==> config.mk <==
export PLATFORM = sky130hd
export DESIGN_NAME = serial_parity_rx_flat
export DESIGN_NICKNAME = d
export VERILOG_FILES = /design/src/rtl/serial_parity_rx_if.sv /design/src/rtl/serial_parity_rx.sv /design/src/flat_wrapper.sv
export SDC_FILE = /design/constraint.sdc
export NUM_CORES = 1
export LEC_CHECK = 0
export ABC_AREA = 1
export BUFFER_PORTS_ARGS = -buffer_cell sky130_fd_sc_hd__buf_4
export CORE_UTILIZATION = 55
export DETAILED_ROUTE_END_ITERATION = 7
export PLACE_DENSITY = 0.78
export SKIP_CTS_REPAIR_TIMING = 1
export SLEW_MARGIN = 10
export SYNTH_ARGS = -nofsm -noshare
export SYNTH_HDL_FRONTEND = slang
export SYNTH_SLANG_ARGS = --single-unit
==> constraint.sdc <==
create_clock -name clk -period 2.6 [get_ports clk]
set_input_delay 0 -clock clk [delete_from_list [all_inputs] [get_ports clk]]
set_output_delay 0 -clock clk [all_outputs]
set_load 0.005 [all_outputs]
==> src/rtl/serial_parity_rx_if.sv <==
// ---------------------------------------------------------------------------
// serial_parity_rx_if
//   Bundles the serial line and the parallel result of serial_parity_rx.
//
//   rx          serial line into the receiver, idle high
//   data        last received data byte, bit0 = first data bit on the line
//   parity_bit  parity bit received after data bit 7
//   valid       one-cycle strobe, data/parity_bit updated in that cycle
//   frame_err   one-cycle strobe, stop bit sampled low
//   busy        high while a frame (or a BREAK condition) is in progress
//
//   Handshake: valid and frame_err are single-cycle strobes with no ready.
//   The consumer must take data/parity_bit in the cycle valid is high; the
//   values then hold until the next valid.  valid and frame_err are never
//   high together.
//
//   Modports: master = the receiver (drives results), slave = the line
//   driver / downstream consumer.
// ---------------------------------------------------------------------------
interface serial_parity_rx_if;
    logic       rx;
    logic [7:0] data;
    logic       parity_bit;
    logic       valid;
    logic       frame_err;
    logic       busy;

    modport master (
        input  rx,
        output data,
        output parity_bit,
        output valid,
        output frame_err,
        output busy
    );

    modport slave (
        output rx,
        input  data,
        input  parity_bit,
        input  valid,
        input  frame_err,
        input  busy
    );
endinterface

==> src/rtl/serial_parity_rx.sv <==
// ---------------------------------------------------------------------------
// serial_parity_rx
//   Receives one frame start(0), 8 data bits LSB first, parity, stop(1) from
//   a single-bit line and presents data + the received parity bit with a
//   one-cycle valid strobe.  Parity is passed through, not evaluated.
//
//   Ports:
//     clk        system clock, rising edge
//     rst        synchronous active-high reset
//     bus        serial_parity_rx_if.master (rx in; data, parity_bit,
//                valid, frame_err, busy out)
//     dbg_state  current FSM state, for observation only
//
//   Parameters:
//     CLKS_PER_BIT  clocks per serial bit (even, 4..1023)
//     CNT_W         bit-period counter width, must hold CLKS_PER_BIT-1
//
//   Optional build macro SERIAL_RX_SYNC_EN: when defined, rx goes through a
//   2-flop synchroniser (reset to 1) first, adding 2 cycles to all latencies.
//   When undefined rx must already be synchronous to clk.
// ---------------------------------------------------------------------------
module serial_parity_rx #(
    parameter int CLKS_PER_BIT = 16,
    parameter int CNT_W        = 10
) (
    input  logic                clk,
    input  logic                rst,
    serial_parity_rx_if.master  bus,
    output logic [2:0]          dbg_state
);

    typedef enum logic [2:0] {
        IDLE   = 3'd0,
        START  = 3'd1,
        DATA   = 3'd2,
        PARITY = 3'd3,
        STOP   = 3'd4,
        BREAK  = 3'd5
    } state_t;

    localparam logic [CNT_W-1:0] HALF_M1 = CNT_W'(CLKS_PER_BIT / 2 - 1);
    localparam logic [CNT_W-1:0] LAST    = CNT_W'(CLKS_PER_BIT - 1);

    logic rx_s;

`ifdef SERIAL_RX_SYNC_EN
    logic sync1_q, sync1_d;
    logic sync2_q, sync2_d;

    always_comb begin
        sync1_d = bus.rx;
        sync2_d = sync1_q;
    end

    // Reset to the idle line level so a reset never looks like a start bit.
    always_ff @(posedge clk) begin
        if (rst) begin
            sync1_q <= 1'b1;
            sync2_q <= 1'b1;
        end else begin
            sync1_q <= sync1_d;
            sync2_q <= sync2_d;
        end
    end

    assign rx_s = sync2_q;
`else
    assign rx_s = bus.rx;
`endif

    state_t           state_q, state_d;
    logic [CNT_W-1:0] cnt_q, cnt_d;
    logic [2:0]       bit_cnt_q, bit_cnt_d;
    logic [7:0]       shift_q, shift_d;
    logic             par_q, par_d;
    logic [7:0]       data_q, data_d;
    logic             parity_q, parity_d;
    logic             valid_q, valid_d;
    logic             ferr_q, ferr_d;

    always_comb begin
        state_d   = state_q;
        cnt_d     = cnt_q;
        bit_cnt_d = bit_cnt_q;
        shift_d   = shift_q;
        par_d     = par_q;
        data_d    = data_q;
        parity_d  = parity_q;
        valid_d   = 1'b0;
        ferr_d    = 1'b0;

        case (state_q)
            IDLE: begin
                cnt_d = '0;
                if (!rx_s) begin
                    state_d   = START;
                    bit_cnt_d = 3'd0;
                end
            end
            START: begin
                // Half a bit after the falling edge we are mid start bit;
                // a high line here means the low was only a glitch.
                if (cnt_q == HALF_M1) begin
                    cnt_d   = '0;
                    state_d = rx_s ? IDLE : DATA;
                end else begin
                    cnt_d = cnt_q + CNT_W'(1);
                end
            end
            DATA: begin
                if (cnt_q == LAST) begin
                    cnt_d     = '0;
                    shift_d   = {rx_s, shift_q[7:1]};
                    bit_cnt_d = bit_cnt_q + 3'd1;
                    if (bit_cnt_q == 3'd7) begin
                        state_d = PARITY;
                    end
                end else begin
                    cnt_d = cnt_q + CNT_W'(1);
                end
            end
            PARITY: begin
                if (cnt_q == LAST) begin
                    cnt_d   = '0;
                    par_d   = rx_s;
                    state_d = STOP;
                end else begin
                    cnt_d = cnt_q + CNT_W'(1);
                end
            end
            STOP: begin
                if (cnt_q == LAST) begin
                    cnt_d = '0;
                    if (rx_s) begin
                        data_d   = shift_q;
                        parity_d = par_q;
                        valid_d  = 1'b1;
                        state_d  = IDLE;
                    end else begin
                        ferr_d  = 1'b1;
                        state_d = BREAK;
                    end
                end else begin
                    cnt_d = cnt_q + CNT_W'(1);
                end
            end
            BREAK: begin
                // Line held low: wait for it to return high before re-arming.
                cnt_d = '0;
                if (rx_s) begin
                    state_d = IDLE;
                end
            end
            default: begin
                state_d = IDLE;
                cnt_d   = '0;
            end
        endcase
    end

    always_ff @(posedge clk) begin
        if (rst) begin
            state_q   <= IDLE;
            cnt_q     <= '0;
            bit_cnt_q <= 3'd0;
            shift_q   <= 8'h00;
            par_q     <= 1'b0;
            data_q    <= 8'h00;
            parity_q  <= 1'b0;
            valid_q   <= 1'b0;
            ferr_q    <= 1'b0;
        end else begin
            state_q   <= state_d;
            cnt_q     <= cnt_d;
            bit_cnt_q <= bit_cnt_d;
            shift_q   <= shift_d;
            par_q     <= par_d;
            data_q    <= data_d;
            parity_q  <= parity_d;
            valid_q   <= valid_d;
            ferr_q    <= ferr_d;
        end
    end

    assign bus.data       = data_q;
    assign bus.parity_bit = parity_q;
    assign bus.valid      = valid_q;
    assign bus.frame_err  = ferr_q;
    assign bus.busy       = (state_q != IDLE);
    assign dbg_state      = state_q;

endmodule

==> src/flat_wrapper.sv <==
// flat-port wrapper written by rule: the top's interface ports become plain ports
module serial_parity_rx_flat 
#(
    parameter int CLKS_PER_BIT = 16,
    parameter int CNT_W        = 10
)
  (clk, rst, dbg_state, bus_rx, bus_data, bus_parity_bit, bus_valid, bus_frame_err, bus_busy);
  serial_parity_rx_if bus_i ();
  input  logic clk;
  input  logic rst;
  output logic [2:0] dbg_state;
  input wire logic [$bits(bus_i.rx)-1:0] bus_rx;
  output wire logic [$bits(bus_i.data)-1:0] bus_data;
  output wire logic [$bits(bus_i.parity_bit)-1:0] bus_parity_bit;
  output wire logic [$bits(bus_i.valid)-1:0] bus_valid;
  output wire logic [$bits(bus_i.frame_err)-1:0] bus_frame_err;
  output wire logic [$bits(bus_i.busy)-1:0] bus_busy;
  assign bus_i.rx = bus_rx;
  assign bus_data = bus_i.data;
  assign bus_parity_bit = bus_i.parity_bit;
  assign bus_valid = bus_i.valid;
  assign bus_frame_err = bus_i.frame_err;
  assign bus_busy = bus_i.busy;
  serial_parity_rx #(.CLKS_PER_BIT(CLKS_PER_BIT), .CNT_W(CNT_W)) u_core (.clk(clk), .rst(rst), .bus(bus_i), .dbg_state(dbg_state));
endmodule
Yosys cells after proc, flatten, opt, wreduce, memory -nomap -nowiden

Cells that the tools add are included.

Add/subtract/negate cells: 2
Equal/unequal tests: 15
Multiplexer cells: 18
Bitwise logic cells: 2
Reductions and logical operators: 10

Operator list:

| kind                    | number |
|---|---|
| $mux W3                 | 10 |
| $mux W10                | 2 |
| $pmux W10 S2            | 1 |
| $pmux W3 S6             | 1 |
| $add A10 B1 Y10 const B | 1 |
| $eq A10 B3 Y1 const B   | 1 |
| $eq A10 B4 Y1 const B   | 1 |
| $ne A2 B1 Y1 const B    | 5 |
| $eq A3 B3 Y1 const B    | 3 |
| $reduce_and A7 Y1       | 1 |
| $eq A3 B2 Y1 const B    | 2 |
| $pmux W3 S2             | 1 |
| $reduce_and A3 Y1       | 2 |
| $reduce_or A3 Y1        | 2 |
| $ne A2 B2 Y1 const B    | 2 |
| $reduce_and A2 Y1       | 2 |
| $add A3 B1 Y3 const B   | 1 |
| $eq A3 B1 Y1 const B    | 1 |
| $logic_not A3 Y1        | 1 |
| $reduce_bool A3 Y1      | 1 |
| $mux W1                 | 2 |
| $mux W2                 | 1 |
| $not A1 Y1              | 2 |
| $reduce_bool A2 Y1      | 1 |

Register bits after elaboration: 36
Input bits: 3
Output and inout port bits: 15
Word-level logic and storage cells: 56

Longest topological paths before layout

Word-level depth: 4
Gate-level depth with buffers: 9
Depth with buffers taken out: 9

Least setup slack after synthesis

OpenSTA, ideal clock, no wires.

Path kind: reg-to-reg
Start: register u_core.cnt_q[0]
End: register u_core.shift_q[6]
Setup time: 0.070 ns
Arrival time: 1.278 ns
Required time: 2.530 ns
Setup slack: 1.253 ns
Stages on the path, launching flop included: 9
Path buffers: 1
Period minus slack after synthesis: 1.347 ns
Cells stage by stage: dfxtp_1 -> ha_1 -> nand2_1 -> nor2_2 -> nand3_2 -> nor2_4 -> buf_6 -> o21ai_1 -> a21oi_1

Cells in the longest elaborated chain, start to end: 2

RTL lines:

| what                               | line                    | RTL |
|---|---|---|
| start, declared                    | serial_parity_rx.sv:72  | `logic [CNT_W-1:0] cnt_q, cnt_d;` |
| start signal, assigned             | serial_parity_rx.sv:174 | `cnt_q <= cnt_d;` |
| $eq A10 B4 Y1                      | serial_parity_rx.sv:111 | `if (cnt_q == LAST) begin` |
| $reduce_and A2 Y1 (no source line) | n/a                     |  |
| end signal, assigned               | serial_parity_rx.sv:176 | `shift_q <= shift_d;` |
| end, declared                      | serial_parity_rx.sv:74  | `logic [7:0] shift_q, shift_d;` |

Every way passes these cells.
A chain may end at the register's enable or synchronous reset.

Worst setup path after layout

Start: register u_core.cnt_q[0]
End: register u_core.shift_q[2]

The elaborated chain is that of the path after synthesis.

==> flow_summary.ini <==
[status]
status = completed

[timing]
skew_ns = 0.00443
tns_ns = 0
final_hold_viol_count = 0
setup_slack_ns = 0.955
slew_headroom_pct = 63.9
rsz0062_at_grt = no
report.final.setup_viol = 0
fin_crit_sh_pct = 63.3
fin_crit_ns = 1.65
drv_slew = 0
max_freq_mhz = 608
worstMarginPinSlew_ns = 0.542

[placed_design]
port_buffers = 17
place.gp.congestion = 0.852
dpl_worst_slack_ns = 0.972
hpwl_um = 2340

[die]
die_w_um = 55.9
io_pins = 18
rows = 19
die_area_sq_um = 3130
die_h_um = 55.9
initial_core_util_pct = 58.0
design.core.area_sq_um = 2760

[pwr]
power_density_nw_per_um2 = 646
p_leak_nw = 0.844
ir_worst_vdd_mv = 0.509

[grt]
grt_max_degree = 21
grt_usage_pct = 22.4
overflow = 0
antenna_found_initial = 0
grt_pass1_vias = 1300
grt_pass1_wl_um = 5420

[final_layout]
nFillCells = 263
drive_gt1_share_pct = 22.5
final_core_util_pct = 65.2
mostFrequentLayoutCells = nor2_1, dfxtp_1, nand2_1
final_common_cell = nor2_1
antenna_cells = 0
area_delta_synth_final_pct = 12.4
nets = 233

[clock_tree]
clockRootBuffer = clkbuf_4
clk_pin_slew_ns = 0.10
htreeDepth = 2
cts_sinks = 36
worstSkewPairLatency_ns = 0.33
cts_buffers = 5
cts_buffer_depth = 2
cts_tree = yes

[route]
firstDrtPassIters = 4
drt-wirelength-per-cell_um = 12.0
post_drt_via_cell_ratio = 5.25
drtIter0Drc = 61
num_vias = 1355
drc = 0
drt.antenna.violating_nets = 0
drt-total-wl_um = 3100

[worst_hold_path]
holdCritPathClass = input port to flop
min_from = bus_rx

[worst_setup_path]
r2r_slack_ns = 0.95
arrival_ns = 1.88
crit_type = flop to flop
cp-start-kind = flop
end_kind = flop
startpoint = u_core.cnt_q[0]
crit_required_ns = 2.83
cp_max_fo = 12
reg2reg_from = u_core.cnt_q[0]

[yosys]
avgSynthCellArea_sq_um = 7.77
synth_seq_area_share_pct = 45.0
yosysTopAreaCell = dfxtp_1
postSynthCellCount = 206
synth_seq_cells = 36
synth_top_area_share_pct = 45.0
syn_nets = 212
yosys_warnings = 0
synth_area_leaders = dfxtp_1, nor2_1, nand2_1, o21ai_1, nand3_1
synth_area_sq_um = 1600
yosys.cell_types.count = 28

[flow_run]
drv_cap = 0
==> worst max-delay path, stage by stage (launching register included) <==
cell and delay [ns]:
dfxtp_1 0.36, ha_1 0.22, nand2_1 0.11, nor2_2 0.15
nand3_2 0.16, nor2_4 0.27, inv_2 0.10, nor2_1 0.11
nor2_1 0.06
==> through the flow <==
stage / std cells / power [mW] / instance area (sq um) / hold WS (ns)
2_1_floorplan: 206 / 0.821 / 1600 / 0.193
6_report: 258 / 1.16 / 1800 / 0.0526
5_1_grt: 258 / 1.24 / 1800 / 0.0478
3_5_place_dp: 250 / 0.909 / 1740 / 0.239
4_1_cts: 257 / 1.17 / 1790 / -0.118
3_3_place_gp: 250 / 0.893 / 1740 / 0.234
==> final timing paths <==
kind	cells past startpoint	end
max reg2reg	8	u_core.shift_q[2]
min	3	u_core.bus.valid
min reg2reg	1	u_core.cnt_q[0]
max	8	u_core.shift_q[2]
==> state kept, by name, indices dropped and copies added (netlist names) <==
| register | count |
|---|---|
| u_core.shift_q | 8 |
| u_core.bus.valid | 1 |
| u_core.cnt_q | 10 |
| u_core.dbg_state | 3 |
| u_core.bit_cnt_q | 3 |
| u_core.bus.data | 8 |
| u_core.bus.frame_err | 1 |
| u_core.par_q | 1 |
| u_core.bus.parity_bit | 1 |
==> kinds of logic after synthesis <==
family,after synthesis,share of synthesized area [%]
AOI/OAI and AO/OA,34,11.6
xor gates and xnor gates,4,2.19
adders and majority gates,3,2.35
buffers and inverters,26,6.65
DFF,36,45.0
and+or+nand+nor,103,32.1
==> Yosys cell counts <==
library cell and instances:
nor3_1 2, clkbuf_1 2, nor2_1 45, buf_6 1
o21ai_0 7, dfxtp_1 36, nand3_2 4, nand3b_4 1
a21oi_4 1, xor2_1 4, and3_1 1, nor4_1 1
clkbuf_2 1, nand2_4 1, nand2_1 27, nand2_2 3
inv_2 12, nor2_4 3, nor2_2 1, inv_1 10
o21a_1 2, nor3b_2 1, ha_1 3, a21oi_1 9
nand4_1 2, nand3_1 10, nor3_4 1, o21ai_1 15
==> layout make-up <==
cell class	instances	area [sq um]	share of cell area, %
clock buffers	6	41.3	2.29
clock inverters	1	5.00	0.278
inverters	22	82.6	4.59
multi-input cells	144	773	43.0
flip-flops and latches	36	721	40.1
well taps	31	38.8	2.16
repair buffers	18	138	7.65
==> layer usage <==
metal	vias up	share of wire, %	global-route usage [%]
met5	-	0	0
met4	0	1.4	8.01
met3	6	3.4	6.98
met2	17	49	38.2
met1	627	46	26.5
li1	705	-	-
==> power breakdown <==
| part | internal, mW | switching, mW | leakage, nW |
|---|---|---|---|
| Clock | 0.0995 | 0.166 | 0.0281 |
| Sequential | 0.577 | 0.0296 | 0.291 |
| Combinational | 0.106 | 0.183 | 0.525 |
No activity file was read; power rests on OpenSTA's default activity.
